**config.mk**
```make
export PLATFORM = sky130hd
export DESIGN_NAME = i2s_rx
export DESIGN_NICKNAME = d
export VERILOG_FILES = /design/src/rtl/i2s_rx.sv
export SDC_FILE = /design/constraint.sdc
export NUM_CORES = 1
export LEC_CHECK = 0
export ABC_AREA = 1
export BUFFER_PORTS_ARGS = -buffer_cell sky130_fd_sc_hd__buf_2
export CAP_MARGIN = 0
export CORE_MARGIN = 2
export CORE_UTILIZATION = 56
export DETAILED_ROUTE_END_ITERATION = 8
export GPL_ROUTABILITY_DRIVEN = 0
export GPL_TIMING_DRIVEN = 0
export HOLD_SLACK_MARGIN = 0.12
export PLACE_DENSITY_LB_ADDON = 0.08
export SLEW_MARGIN = 20
export SYNTH_ARGS = -nofsm -noshare
export SYNTH_HDL_FRONTEND = slang
export SYNTH_SLANG_ARGS = --single-unit
```
**constraint.sdc**
```tcl
create_clock -name ck -period 2.75 [get_ports ck]
set_clock_uncertainty 0.05 [all_clocks]
set_input_delay 0.1375 -clock ck [delete_from_list [all_inputs] [get_ports ck]]
set_output_delay 0.1375 -clock ck [all_outputs]
set_load 0.03 [all_outputs]
```
**src/rtl/i2s_rx.sv**
```systemverilog
// I2S receiver: assembles left/right words from the frame tracker's bit strobes,
// checks frame continuity and hands out stereo pairs on a valid/ready port.
module i2s_rx #(
    parameter int BITS   = 16,
    parameter int OFFSET = 1
) (
    input  logic            ck,
    input  logic            rst,
    input  logic            en,
    input  logic [5:0]      frame_posn,
    input  logic            sd,
    input  logic            ready,
    input  logic            clear_overrun,
    output logic [BITS-1:0] left,
    output logic [BITS-1:0] right,
    output logic            valid,
    output logic            overrun,
    output logic            locked,
    output logic [7:0]      err_count
);

    typedef enum logic {HUNT, RUN} state_t;

    state_t          state, state_nxt;
    logic [BITS-1:0] shreg, shreg_nxt;
    logic [BITS-1:0] hold_l, hold_l_nxt;
    logic [5:0]      prev_posn;
    logic            left_ok, left_ok_nxt;
    logic            pair_done, pair_done_nxt;
    logic            pair_cmp, sync_err, shift_en;
    logic [6:0]      rel_l, rel_r;
    logic            in_l, in_r, last_l, last_r;

    // Offsets into each channel window; positions before the window wrap to large values.
    assign rel_l  = {1'b0, frame_posn} - 7'(OFFSET);
    assign rel_r  = {1'b0, frame_posn} - 7'(32 + OFFSET);
    assign in_l   = rel_l < 7'(BITS);
    assign in_r   = rel_r < 7'(BITS);
    assign last_l = rel_l == 7'(BITS - 1);
    assign last_r = rel_r == 7'(BITS - 1);
    assign locked = (state == RUN);

    always_comb begin
        state_nxt     = state;
        shreg_nxt     = shreg;
        hold_l_nxt    = hold_l;
        left_ok_nxt   = left_ok;
        pair_done_nxt = pair_done;
        pair_cmp      = 1'b0;
        sync_err      = 1'b0;
        shift_en      = 1'b0;
        if (en) begin
            case (state)
                HUNT: begin
                    if (frame_posn == 6'd0) begin
                        state_nxt     = RUN;
                        left_ok_nxt   = 1'b0;
                        pair_done_nxt = 1'b0;
                        shift_en      = 1'b1;
                    end
                end
                RUN: begin
                    if (frame_posn != prev_posn + 6'd1 && frame_posn != 6'd0) begin
                        state_nxt     = HUNT;
                        sync_err      = 1'b1;
                        left_ok_nxt   = 1'b0;
                        pair_done_nxt = 1'b0;
                    end else begin
                        // A frame restart before the right word landed is a short frame.
                        if (frame_posn == 6'd0) begin
                            sync_err      = !pair_done;
                            left_ok_nxt   = 1'b0;
                            pair_done_nxt = 1'b0;
                        end
                        shift_en = 1'b1;
                    end
                end
                default: state_nxt = HUNT;
            endcase
        end
        if (shift_en && (in_l || in_r)) begin
            shreg_nxt = BITS'({shreg, sd});
            if (in_l && last_l) begin
                hold_l_nxt  = shreg_nxt;
                left_ok_nxt = 1'b1;
            end
            if (in_r && last_r && left_ok_nxt) begin
                pair_cmp      = 1'b1;
                pair_done_nxt = 1'b1;
                left_ok_nxt   = 1'b0;
            end
        end
    end

    always_ff @(posedge ck or posedge rst) begin
        if (rst) begin
            state     <= HUNT;
            shreg     <= '0;
            hold_l    <= '0;
            prev_posn <= '0;
            left_ok   <= 1'b0;
            pair_done <= 1'b0;
            err_count <= '0;
        end else begin
            state     <= state_nxt;
            shreg     <= shreg_nxt;
            hold_l    <= hold_l_nxt;
            left_ok   <= left_ok_nxt;
            pair_done <= pair_done_nxt;
            if (en)
                prev_posn <= frame_posn;
            if (sync_err && err_count != 8'hFF)
                err_count <= err_count + 8'd1;
        end
    end

    // Output register: a completed pair loads unless the held pair is still unaccepted.
    always_ff @(posedge ck or posedge rst) begin
        if (rst) begin
            left    <= '0;
            right   <= '0;
            valid   <= 1'b0;
            overrun <= 1'b0;
        end else begin
            if (pair_cmp && (!valid || ready)) begin
                left  <= hold_l;
                right <= shreg_nxt;
                valid <= 1'b1;
            end else if (valid && ready) begin
                valid <= 1'b0;
            end
            if (pair_cmp && valid && !ready)
                overrun <= 1'b1;
            else if (clear_overrun)
                overrun <= 1'b0;
        end
    end

endmodule

```
# Word-level counts from Yosys, hierarchy flattened

Cells that the tools add are included.

Add/subtract/negate cells: 4
$lt $le $gt $ge: 2
Equal/unequal tests: 4
Multiplexer cells: 29
Bitwise logic cells: 1
Reduce and logical (&&, ||, !) cells: 20

Operators with widths:

| cell                                                                         | number |
|---|---|
| 1-bit 2-to-1 mux                                                             | 25 |
| 16-bit 2-to-1 mux                                                            | 1 |
| 7-bit by 4-bit == test with 1-bit output, second input constant              | 2 |
| 7-bit by 5-bit less-than comparator with 1-bit output, second input constant | 2 |
| 1-bit logical AND                                                            | 10 |
| 8-bit by 1-bit adder with 8-bit output, second input constant                | 1 |
| 8-bit != test, second input constant                                         | 1 |
| 6-bit by 1-bit subtractor with 7-bit output, second input constant           | 1 |
| 6-bit by 6-bit subtractor with 7-bit output, second input constant           | 1 |
| 6-bit by 1-bit adder with 6-bit output, second input constant                | 1 |
| 6-bit logical NOT                                                            | 1 |
| 6-bit != test                                                                | 1 |
| 1-bit case mux with 2 select lines                                           | 3 |
| 6-bit nonzero test                                                           | 1 |
| 2-bit nonzero test                                                           | 2 |
| 1-bit logical NOT                                                            | 3 |
| 1-bit logical OR                                                             | 2 |
| 2-bit AND reduction                                                          | 1 |
| 1-bit inverter                                                               | 1 |

Register bits: 83
Output and inout bits: 43
Word-level logic and storage cells: 71

# Depth between registers and ports, before layout

Gate-level depths: netlist (run 1).

Depth after elaboration: 14
Depth in mapped cells: 17
Gate-level depth less buffers: 15

# Worst setup path before layout (run 1)

No wires, ideal clock.

Path kind: reg2reg
From: register prev_posn[0]
To: register right[0]
Setup time: 118 ps
Arrival: 1849 ps
Data required time: 2582 ps
Slack: 733 ps
Cell stages (with the launch flop): 15
Path buffers: 1
Period minus slack after synthesis: 2017 ps
Cells stage by stage: dfrtp_1 > ha_1 > nand2_1 > nand2_1 > nor2_1 > nand3_1 > nor2_2 > nand2_1 > nand2_1 > nand3_2 > nor2_4 > nand2_2 > buf_2 > nand2_1 > nand2_1

Word-level cells in the longest chain between the ends: 12
Elaborated cells between the ends (all ways): 17

Ends and longest elaborated chain:

| what                                       | line | text |
|---|---|---|
| start: declaration                         | 27   | `logic [5:0] prev_posn;` |
| start signal: assignment                   | 111  | `prev_posn <= frame_posn;` |
| 6-bit by 1-bit adder with 6-bit output (*) | 63   | `if (frame_posn != prev_posn + 6'd1 && frame_posn != 6'd0) begin` |
| 6-bit != test (*)                          | 63   |  |
| 1-bit logical AND (*)                      | 63   |  |
| 1-bit 2-to-1 mux                           | 63   |  |
| 1-bit case mux with 2 select lines         | 53   | `case (state)` |
| 1-bit 2-to-1 mux                           | 52   | `if (en) begin` |
| 1-bit 2-to-1 mux                           | 83   | `if (in_l && last_l) begin` |
| 1-bit 2-to-1 mux                           | 81   | `if (shift_en && (in_l \|\| in_r)) begin` |
| 1-bit logical AND                          | 87   | `if (in_r && last_r && left_ok_nxt) begin` |
| 1-bit 2-to-1 mux                           | 87   |  |
| 1-bit 2-to-1 mux                           | 81   |  |
| 1-bit logical AND                          | 125  | `if (pair_cmp && (!valid \|\| ready)) begin` |
| end signal: assignment                     | 127  | `right <= shreg_nxt;` |
| end: declaration                           | 15   | `output logic [BITS-1:0] right,` |

Mark *: on every way between the ends. The rest lies on a longest branch, timed or not. The select of a mux whose other input is x is not followed.
A chain may end at the register's enable or synchronous reset.

# Final worst setup path (run 1)

From: register prev_posn[0]
To: register overrun

Word-level cells in the longest chain between the ends: 14
Elaborated cells between the ends (all ways): 19

Ends and longest elaborated chain:

| what                                                   | line | text |
|---|---|---|
| 6-bit by 1-bit adder with 6-bit output (*)             | 63   |  |
| 6-bit != test (*)                                      | 63   |  |
| 1-bit logical AND (*)                                  | 63   |  |
| 1-bit 2-to-1 mux                                       | 63   |  |
| 1-bit case mux with 2 select lines                     | 53   |  |
| 1-bit 2-to-1 mux                                       | 52   |  |
| 1-bit 2-to-1 mux                                       | 83   |  |
| 1-bit 2-to-1 mux                                       | 81   |  |
| 1-bit logical AND                                      | 87   |  |
| 1-bit 2-to-1 mux                                       | 87   |  |
| 1-bit 2-to-1 mux (*)                                   | 81   |  |
| 1-bit logical AND (*) (2 in series)                    | 132  | `if (pair_cmp && valid && !ready)` |
| 1-bit 2-to-1 mux or 2-bit nonzero test (tied branches) | --   |  |
| end signal: assignment                                 | 123  | `overrun <= 1'b0;` |
| end signal: assignment                                 | 133  | `overrun <= 1'b1;` |
| end signal: assignment                                 | 135  | `overrun <= 1'b0;` |
| end: declaration                                       | 17   | `output logic overrun,` |

Marked as above.

==> qor.yml, run 1 <==
place_ws_ps: 403.0
cts.repair.resized: 0
cp_common_cell: "nand2_1"
grt_overflow: 0
routed-via-count: 2974
grt_pass1_vias: 2815
synth_area_um2: 3690
hold_ws_ps: 226.6
die_h_um: 85.17
syn_avg_cell_area_um2: 8.561
n_antenna_cell: 0
cts-htree-levels: 3
p_leak_nw: 2.649
io_pins: 55
place_hpwl_um: 5169
area_growth_pct: 18.82
cpPeakStageDelay_ps: 550
ys.flop_type: "dfrtp_1"
power_density_nw_per_um2: 530.7
r2r_cells: 15
p_switching_w: 0.0005899
ir_worst_vdd_v: 0.0003352
final_max_slew_viol_count: 0
finalSetupViolCount: 0
cp.buffers_inverters: 2
p_int_w: 0.001737
sw_frac_of_total_pct: 25.35
whs_path_depth: 5
cts_buffer_depth: 2
synth_area_leaders: "dfrtp_1 56%, nand2_1 15%, nand3_1 7.9%"
yosysTopAreaCell: "dfrtp_1"
wl_per_cell_um: 12.60
grt_pass1_wl_um: 12990
critical_path_arrival_ps: 2760
min_path_type: "input pin to register"
timing.final.crit_share_pct: 91.57
final_nets: 523
combPwrFrac_pct: 8.9
clockRootBuffer: "clkbuf_8"
rrSetupSlack_ps: 230
die_width_um: 85.17
clk_latency_ps: 340
synth_commonest_cells: "143 x nand2_1, 83 x dfrtp_1, 58 x nand3_1, 42 x inv_1"
criticalPathCategory: "register to register"
crit_path_max_fanout: 8
initial_core_util_pct: 58.11
vias_per_cell: 5.032
io_buffers: 54
min_period_ps: 2518
postLayoutSetupSlackWorst_ps: 231.9
ys_warn_count: 0
slew_headroom_pct: 50.27
r2r_end: "overrun$_DFFE_PP0P_"
synthesis.nets: 445
rsz0062_at_grt: "no"
ant_nets: 0
start_kind: "register"
crit_chain: "ha_1, inv_1, nand2_1, nand2_1, nand2_1, nand2_1, nand2_1, nor2_2, nand3_1, nand2_2, nand2_1, nor2_4, nand2_1, o21ai_0, dlygate4sd3_1"
clock-sinks: 83
worst_r2r_startpoint: "prev_posn[0]$_DFFE_PP0P_"
min_to: "left[4]$_DFFE_PP0P_"
placementRows: 29
seqPwrFrac_pct: 54.9
antenna_found_initial: 0
ys_ff_latch: 83
netlist.area_leader.share_pct: 56.29
yosysUniqueCellTypes: 30
dieArea_um2: 7254
drtPass1Iterations: 5
tightest_slew_ps: 743.3
status: "completed"
critPathTopFamily: "simple AND/OR/NAND/NOR gates"
drive_above_1_share_pct: 19.65
drv_cap: 0
critPathSlowestCell: "dlygate4sd3_1"
cp-end-kind: "register"
ys_seq_area_share_pct: 56.29
syn_inst: 431
synth-edff-count: 0
grt_use_total_pct: 22.62
drt_iter0_markers: 189
synthArstFlopShare_pct: 100.0
report.final.hold_viol_count: 0
drc: 0
min_from: "ready"
cts_tree: "yes"
yosysMostFrequentCell: "nand2_1"
clock.fmax_mhz: 397.1
cts_made_buffers: 9
pwr-share-clk_pct: 36.1
routed_wl_um: 7448
core_area_um2: 6350
grt_max_degree: 50
path_clk_slew_ps: 80
cp.required_ps: 2990
[flip-flops by register name, indices dropped and copies added, names as in the netlist]
register	flops
right	16
err_count	8
valid	1
prev_posn	6
pair_done	1
shreg	16
left_ok	1
overrun	1
left	16
locked	1
hold_l	16
[cell type report]
class / instances / area [µm²]
plain buffers: 16 / 97.59
well taps: 77 / 96.34
fillers: 525 / 1966
clock buffers: 11 / 131.4
inverters: 47 / 178.9
flip-flops and latches: 83 / 2077
repair buffers: 67 / 410.4
clock inverters: 5 / 53.80
multi-input cells: 285 / 1339
[per-stage QoR]
step	instances	TNS, ps	power, W	util, %	cell area [µm²]
after floorplan	431	0	0.001435	-	3690
after global placement	562	-37990	0.001487	63.88	4056
after detailed placement	563	0	0.001498	64.24	4079
after CTS	591	0	0.002350	69.04	4384
after global routing	591	0	0.002442	69.04	4384
final	591	0	0.002327	69.04	4384
[worst max-delay path by stage]
stage	start	end	slack, ps	cells past startpoint
2_1_floorplan	rst	err_count[0]$_DFFE_PP0P_	430	1
5_1_grt	prev_posn[0]$_DFFE_PP0P_	overrun$_DFFE_PP0P_	30	13
4_1_cts	prev_posn[0]$_DFFE_PP0P_	overrun$_DFFE_PP0P_	240	15
6_report	prev_posn[0]$_DFFE_PP0P_	overrun$_DFFE_PP0P_	230	15
3_5_place_dp	prev_posn[0]$_DFFE_PP0P_	right[0]$_DFFE_PP0P_	400	16
3_3_place_gp	rst	right[4]$_DFFE_PP0P_	-460	2
[worst min-delay path: stages]
cell	delay, ps
buf_2	80
nor2_1	50
clkinv_1	160
nand3_1	100
nand2_1	60
[cells by family after synthesis]
family / share of synthesized area [%]
AOI/OAI and AO/OA: 4.442
xor gates and xnor gates: 1.899
adders and majority gates: 0.6781
buffers and inverters: 7.426
DFF: 56.29
and+or+nand+nor: 29.26
[routing by layer]
| layer | up-vias | GRT usage (%) | share of wire, % |
|---|---|---|---|
| li1 | 1503 | - | - |
| met1 | 1399 | 35.03 | 52 |
| met2 | 60 | 31.46 | 43 |
| met3 | 12 | 4.086 | 3.4 |
| met4 | 0 | 9.380 | 1.9 |
| met5 | - | 0 | 0 |
[power groups by stage]
| stage | Clock, W | Sequential [W] | Combinational (W) |
|---|---|---|---|
| 2_1_floorplan | 0 | 0.00133 | 0.000104 |
| 3_5_place_dp | 0 | 0.00130 | 0.000196 |
| 3_3_place_gp | 0 | 0.00130 | 0.000186 |
| 6_report | 0.000841 | 0.00128 | 0.000208 |
| 5_1_grt | 0.000915 | 0.00128 | 0.000244 |
| 4_1_cts | 0.000862 | 0.00128 | 0.000210 |
[layout by cell type, fill, tap and decap left out, types with 2 or more instances in the layout]
cell	synthesis	final
buf_6	2	2
nand2_2	2	2
clkbuf_8	0	9
nor3_1	2	2
or2_2	6	6
nor2_1	15	15
clkbuf_1	4	6
clkinv_2	0	3
ha_1	2	2
o21ai_1	10	10
nand3_1	58	58
dfrtp_1	83	83
nand2_1	143	143
o21ai_0	15	15
buf_2	6	60
a21oi_1	3	3
inv_2	4	4
nand2_4	2	2
buf_4	4	4
inv_1	42	41
or2_0	10	10
nand3_2	2	2
xor2_1	7	7
dlygate4sd3_1	0	12
[what timing repair did]
action,in CTS,in global routing
endpoints found under the hold margin,58,0
setup buffers,0,0
hold buffers,12,0
No activity file was read; power rests on OpenSTA's default activity.
==> inputs of run 2 (changes only) <==
Settings changed: CORE_UTILIZATION 56 to 59, CTS_BUF_LIST from default to sky130_fd_sc_hd__clkbuf_4 sky130_fd_sc_hd__clkbuf_8, HOLD_SLACK_MARGIN 0.12 to 0.08.
==> run 2 against run 1 <==
Net effect: count of clock-buffer cells in the layout shrank 1; worst hold slack lost 17 ps; first-iteration DRC count grew 7.9%; cell count shrank 0.51%; sequential power is essentially flat; combinational power is essentially flat; routed wire length shrank 4.5%; setup slack gained 65 ps; register-to-register slack gained 70 ps; non-clock buffer count grew 2; highest routed layer unchanged.
==> qor.yml, run 2 (synthesis results as in run 1) <==
clock-sinks: 83  # unchanged
die_h_um: 83.08  # -2.5%
grt_pass1_vias: 2821  # +0.21%
clock.fmax_mhz: 407.7  # +2.7%
dp_cells: 561  # -0.36%
finalSetupViolCount: 0  # unchanged
min_path_type: "input pin to register"
path_clk_slew_ps: 70  # about the same
final_common_cell: "nand2_1"
die_width_um: 83.08  # -2.5%
vias_per_cell: 4.969  # -1.2%
io_pins: 55  # unchanged
wl_per_cell_um: 12.10  # -4.0%
place_hpwl_um: 5080  # -1.7%
fin_cells: 588  # -0.51%
clk_latency_ps: 340  # about the same
initial_core_util_pct: 61.59  # +3.5 points
ir_worst_vdd_v: 0.0005330  # +59%
report.final.hold_viol_count: 0  # unchanged
slew_headroom_pct: 50.89  # +0.62 points
start_kind: "register"
final_max_slew_viol_count: 0  # unchanged
clockRootBuffer: "clkbuf_8"
routed-via-count: 2922  # -1.7%
tightest_slew_ps: 733.9  # -9.322 ps
core_area_um2: 5991  # -5.7%
crit_path_max_fanout: 4  # -4
grt_pass1_wl_um: 12580  # -3.1%
dieArea_um2: 6902  # -4.8%
cts.repair.resized: 0  # unchanged
total_power_w: 0.002393  # +2.8%
layout_common_cells: "143 x nand2_1, 83 x dfrtp_1, 60 x buf_2"
final_nets: 525  # +0.38%
placementRows: 28  # -3.4%
ant_nets: 0  # unchanged
drive_above_1_share_pct: 19.88  # +0.23 points
cts_tree: "yes"
grt_use_total_pct: 22.43  # -0.19 points
critical_path_arrival_ps: 2680  # -80 ps
cts_buffer_depth: 2  # unchanged
drt_iter0_markers: 204  # +7.9%
routed_wl_um: 7113  # -4.5%
cp-end-kind: "register"
min_period_ps: 2453  # -65.21 ps
timing.final.crit_share_pct: 89.20  # -2.4 points
drv_cap: 0  # unchanged
n_antenna_cell: 0  # unchanged
tns_ps: 0  # unchanged
p_leak_nw: 2.671  # +0.80%
io_buffers: 54  # unchanged
power_density_nw_per_um2: 541.2  # +2.0%
grt_max_degree: 61  # +22%
drtPass1Iterations: 4  # -1
postLayoutCoreUtil_pct: 73.81  # +4.8 points
rsz0062_at_grt: "no"
status: "completed"
criticalPathCategory: "register to register"
drc: 0  # unchanged
cts_made_buffers: 9  # unchanged
cts-htree-levels: 3  # unchanged
grt_overflow: 0  # unchanged
area_growth_pct: 19.84
cp.required_ps: 2980  # about the same
antenna_found_initial: 0  # unchanged
## run 2: final cells by class
class / instances / area, µm²
inverter: 47 / 178.9
tap: 75 / 93.84
multi-input combinational: 285 / 1339
timing repair buffer: 69 / 432.9
sequential: 83 / 2077
clock inverter: 3 / 65.06
buffer: 16 / 97.59
fill: 486 / 1569
clock buffer: 10 / 137.6
## run 2: final timing paths
check / start / endpoint / slack [ps] / cells past startpoint
worst max-delay path: prev_posn[0]$_DFFE_PP0P_ / overrun$_DFFE_PP0P_ / 300 / 13
worst min-delay path: ready / left[3]$_DFFE_PP0P_ / 210 / 5
worst max register to register: prev_posn[0]$_DFFE_PP0P_ / overrun$_DFFE_PP0P_ / 300 / 13
worst min register to register: left[9]$_DFFE_PP0P_ / left[9]$_DFFE_PP0P_ / 420 / 2
max in group asynchronous: rst / shreg[15]$_DFF_PP0_ / 1820 / 4
min in group asynchronous: rst / prev_posn[0]$_DFFE_PP0P_ / 260 / 3
## run 2: repair_timing
item / in CTS / in global routing
hold buffers: 12 / 0
setup buffers: 0 / 2
hold endpoints to repair: 93 / 0
endpoints found under the setup margin: 0 / 1
## run 2: stage by stage
| stage | hold WS [ps] | area, µm² | worst slack, ps |
|---|---|---|---|
| floorplan | 194.8 | 3690 | 425.7 |
| global placement | 277.3 | 4054 | -443.5 |
| detailed placement | 74.75 | 4084 | 410.3 |
| CTS | 194.0 | 4407 | 213.5 |
| global route | 229.2 | 4422 | 77.68 |
| finish | 209.6 | 4422 | 297.1 |
## run 2: worst max-delay path, cell delays in order (launching register included)
cell and delay [ps]:
dfrtp_1 430, ha_1 330, nand2_1 80, nand2_1 50
nor2_1 90, nand3_1 80, nor2_2 120, nand3_1 120
nand2_2 90, nand2_1 100, nor2_4 170, nand2_1 80
o21ai_0 60, dlygate4sd3_1 560
## run 2: where the power goes
part	internal, W	switching (W)	leakage, nW
Clock	0.000520	0.000386	0.104
Sequential	0.00125	0.0000302	1.14
Combinational	0.0000719	0.000137	1.42
## run 2: routing by layer
layer	vias to the layer above	track usage, %	part of all wire, %
met5	-	0	0
met4	0	7.303	1.1
met3	5	5.070	4.9
met2	65	33.72	45
met1	1348	32.70	49
li1	1504	-	-
==> inputs of run 3 (changes only) <==
Settings changed: CELL_PAD_IN_SITES_DETAIL_PLACEMENT from default to 0, CELL_PAD_IN_SITES_GLOBAL_PLACEMENT from default to 1, CORE_UTILIZATION 59 to 44, CTS_CLUSTER_DIAMETER from default to 100.
==> run 3 against run 2 <==
Net effect: combinational power fell by 2%; clock power fell by 2%; sequential power barely moved; critical endpoint unchanged; largest cell class unchanged; largest power group unchanged; highest routed layer unchanged.
==> qor.yml, run 3 (synthesis results as in run 1) <==
cp-end-kind: "register"
rsz0062_at_grt: "no"
crit_path_max_fanout: 8  # +4
routed_wl_um: 7376  # +3.7%
ant_nets: 0  # unchanged
postLayoutCoreUtil_pct: 54.35  # -19 points
vias_per_cell: 4.639  # -6.6%
slew_headroom_pct: 52.88  # +2.0 points
drt_iter0_markers: 96  # -53%
antenna_found_initial: 0  # unchanged
final_nets: 523  # -0.38%
min_period_ps: 2494  # +41.24 ps
cts_buffer_depth: 2  # unchanged
initial_core_util_pct: 45.13  # -16 points
grt_use_total_pct: 17.95  # -4.5 points
layout_common_cells: "143 x nand2_1, 83 x dfrtp_1, 60 x buf_2"
tightest_slew_ps: 704.1  # -29.79 ps
grt_pass1_wl_um: 12560  # -0.11%
io_pins: 55  # unchanged
ir_worst_vdd_v: 0.0002493  # -53%
io_buffers: 54  # unchanged
dieArea_um2: 9135  # +32%
total_power_w: 0.002371  # -0.92%
cts.repair.resized: 0  # unchanged
timing.final.crit_share_pct: 90.70  # +1.5 points
min_path_type: "input pin to register"
critPathTopFamily: "simple AND/OR/NAND/NOR gates"
placementRows: 33  # +18%
finalSetupViolCount: 0  # unchanged
routed-via-count: 2867  # -1.9%
cp.buffers_inverters: 2  # +1
cp.required_ps: 2990  # about the same
grt_max_degree: 51  # -16%
clk_latency_ps: 350  # about the same
die_h_um: 95.58  # +15%
p_leak_nw: 2.653  # -0.66%
postCtsSetupBuffers: 0  # unchanged
start_kind: "register"
wl_per_cell_um: 11.94  # -1.3%
drtPass1Iterations: 4  # unchanged
clock-sinks: 83  # unchanged
n_antenna_cell: 0  # unchanged
status: "completed"
power_density_nw_per_um2: 533.7  # -1.4%
cts_made_buffers: 9  # unchanged
critical_path_arrival_ps: 2730  # +50 ps
cp_common_cell: "nand2_1"
cts-htree-levels: 3  # unchanged
crit_chain: "ha_1, inv_1, nand2_1, nand2_1, nor2_1, nand3_1, nor2_2, nand3_1, nand2_2, nand2_1, nor2_4, nand2_1, o21ai_0, dlygate4sd3_1"
core_area_um2: 8175  # +36%
criticalPathCategory: "register to register"
final_max_slew_viol_count: 0  # unchanged
place_hpwl_um: 5352  # +5.4%
path_clk_slew_ps: 80  # about the same
grt_pass1_vias: 2657  # -5.8%
die_width_um: 95.58  # +15%
clock.fmax_mhz: 400.9  # -1.7%
drive_above_1_share_pct: 19.88  # unchanged
drc: 0  # unchanged
clockRootBuffer: "clkbuf_8"
report.final.hold_viol_count: 0  # unchanged
final_common_cell: "nand2_1"
grt_overflow: 0  # unchanged
drv_cap: 0  # unchanged
critPathSlowestCell: "dlygate4sd3_1"
cts_tree: "yes"
area_growth_pct: 20.41
cpPeakStageDelay_ps: 560  # about the same
run 3: cell types whose count changed in the layout (fill, tap and decap cells not counted), sizes merged:
| cell | previous run | this run |
|---|---|---|
| buf | 69 | 67 |
| bufinv | 2 | 1 |
| clkbuf | 14 | 15 |
| clkinvlp | 0 | 2 |
run 3: what timing repair did:
action / 4_1_cts / 5_1_grt
hold buffers: 12 / 0
hold endpoints to repair: 43 / 0
endpoints found under the setup margin: 0 / 0
run 3: final timing paths:
kind | startpoint | depth (start not counted) | to | slack (ps)
worst max register to register | prev_posn[0]$_DFFE_PP0P_ | 14 | overrun$_DFFE_PP0P_ | 260
min in group asynchronous | rst | 3 | left[0]$_DFFE_PP0P_ | 290
worst min-delay path | ready | 5 | left[3]$_DFFE_PP0P_ | 200
max in group asynchronous | rst | 4 | left_ok$_DFF_PP0_ | 1750
worst min register to register | left[13]$_DFFE_PP0P_ | 2 | left[13]$_DFFE_PP0P_ | 420
worst max-delay path | prev_posn[0]$_DFFE_PP0P_ | 14 | overrun$_DFFE_PP0P_ | 260
run 3: area by class of cell:
type                    instances  area, µm²
well taps                     105      131.4
fillers                       815       3732
inverters                      47      178.9
flip-flops and latches         83       2077
repair buffers                 67      417.9
plain buffers                  16      97.59
clock inverters                 4      50.05
multi-input cells             285       1339
clock buffers                  11      151.4
run 3: where the power goes:
group,internal (W),switching [W],total (W)
Clock,0.000463,0.000425,0.000888
Sequential,0.00125,0.0000306,0.00128
Combinational,0.0000720,0.000133,0.000205
run 3: per-stage QoR:
stage	instance area [µm²]	TNS [ps]	setup slack (ps)	std cells	hold WS [ps]
final	4443	0	255.8	618	199.0
after floorplan	3690	0	425.7	431	194.8
after global routing	4443	0	4.908	618	252.3
after detailed placement	4121	0	402.9	591	126.1
after CTS	4443	0	206.7	618	202.8
after global placement	4091	-48020	-586.1	590	300.4
run 3: routing by layer:
layer  GRT usage [%]  wire (µm)  up-vias
li1                -          -     1502
met1           23.70       3574     1299
met2           28.90       3352       55
met3           3.715        323       11
met4           7.143        125        0
met5               0          0        -
run 3: worst min-delay path: stages:
cell	delay, ps
buf_2	80
nor2_1	50
clkinv_1	140
nand3_1	90
nand2_1	60
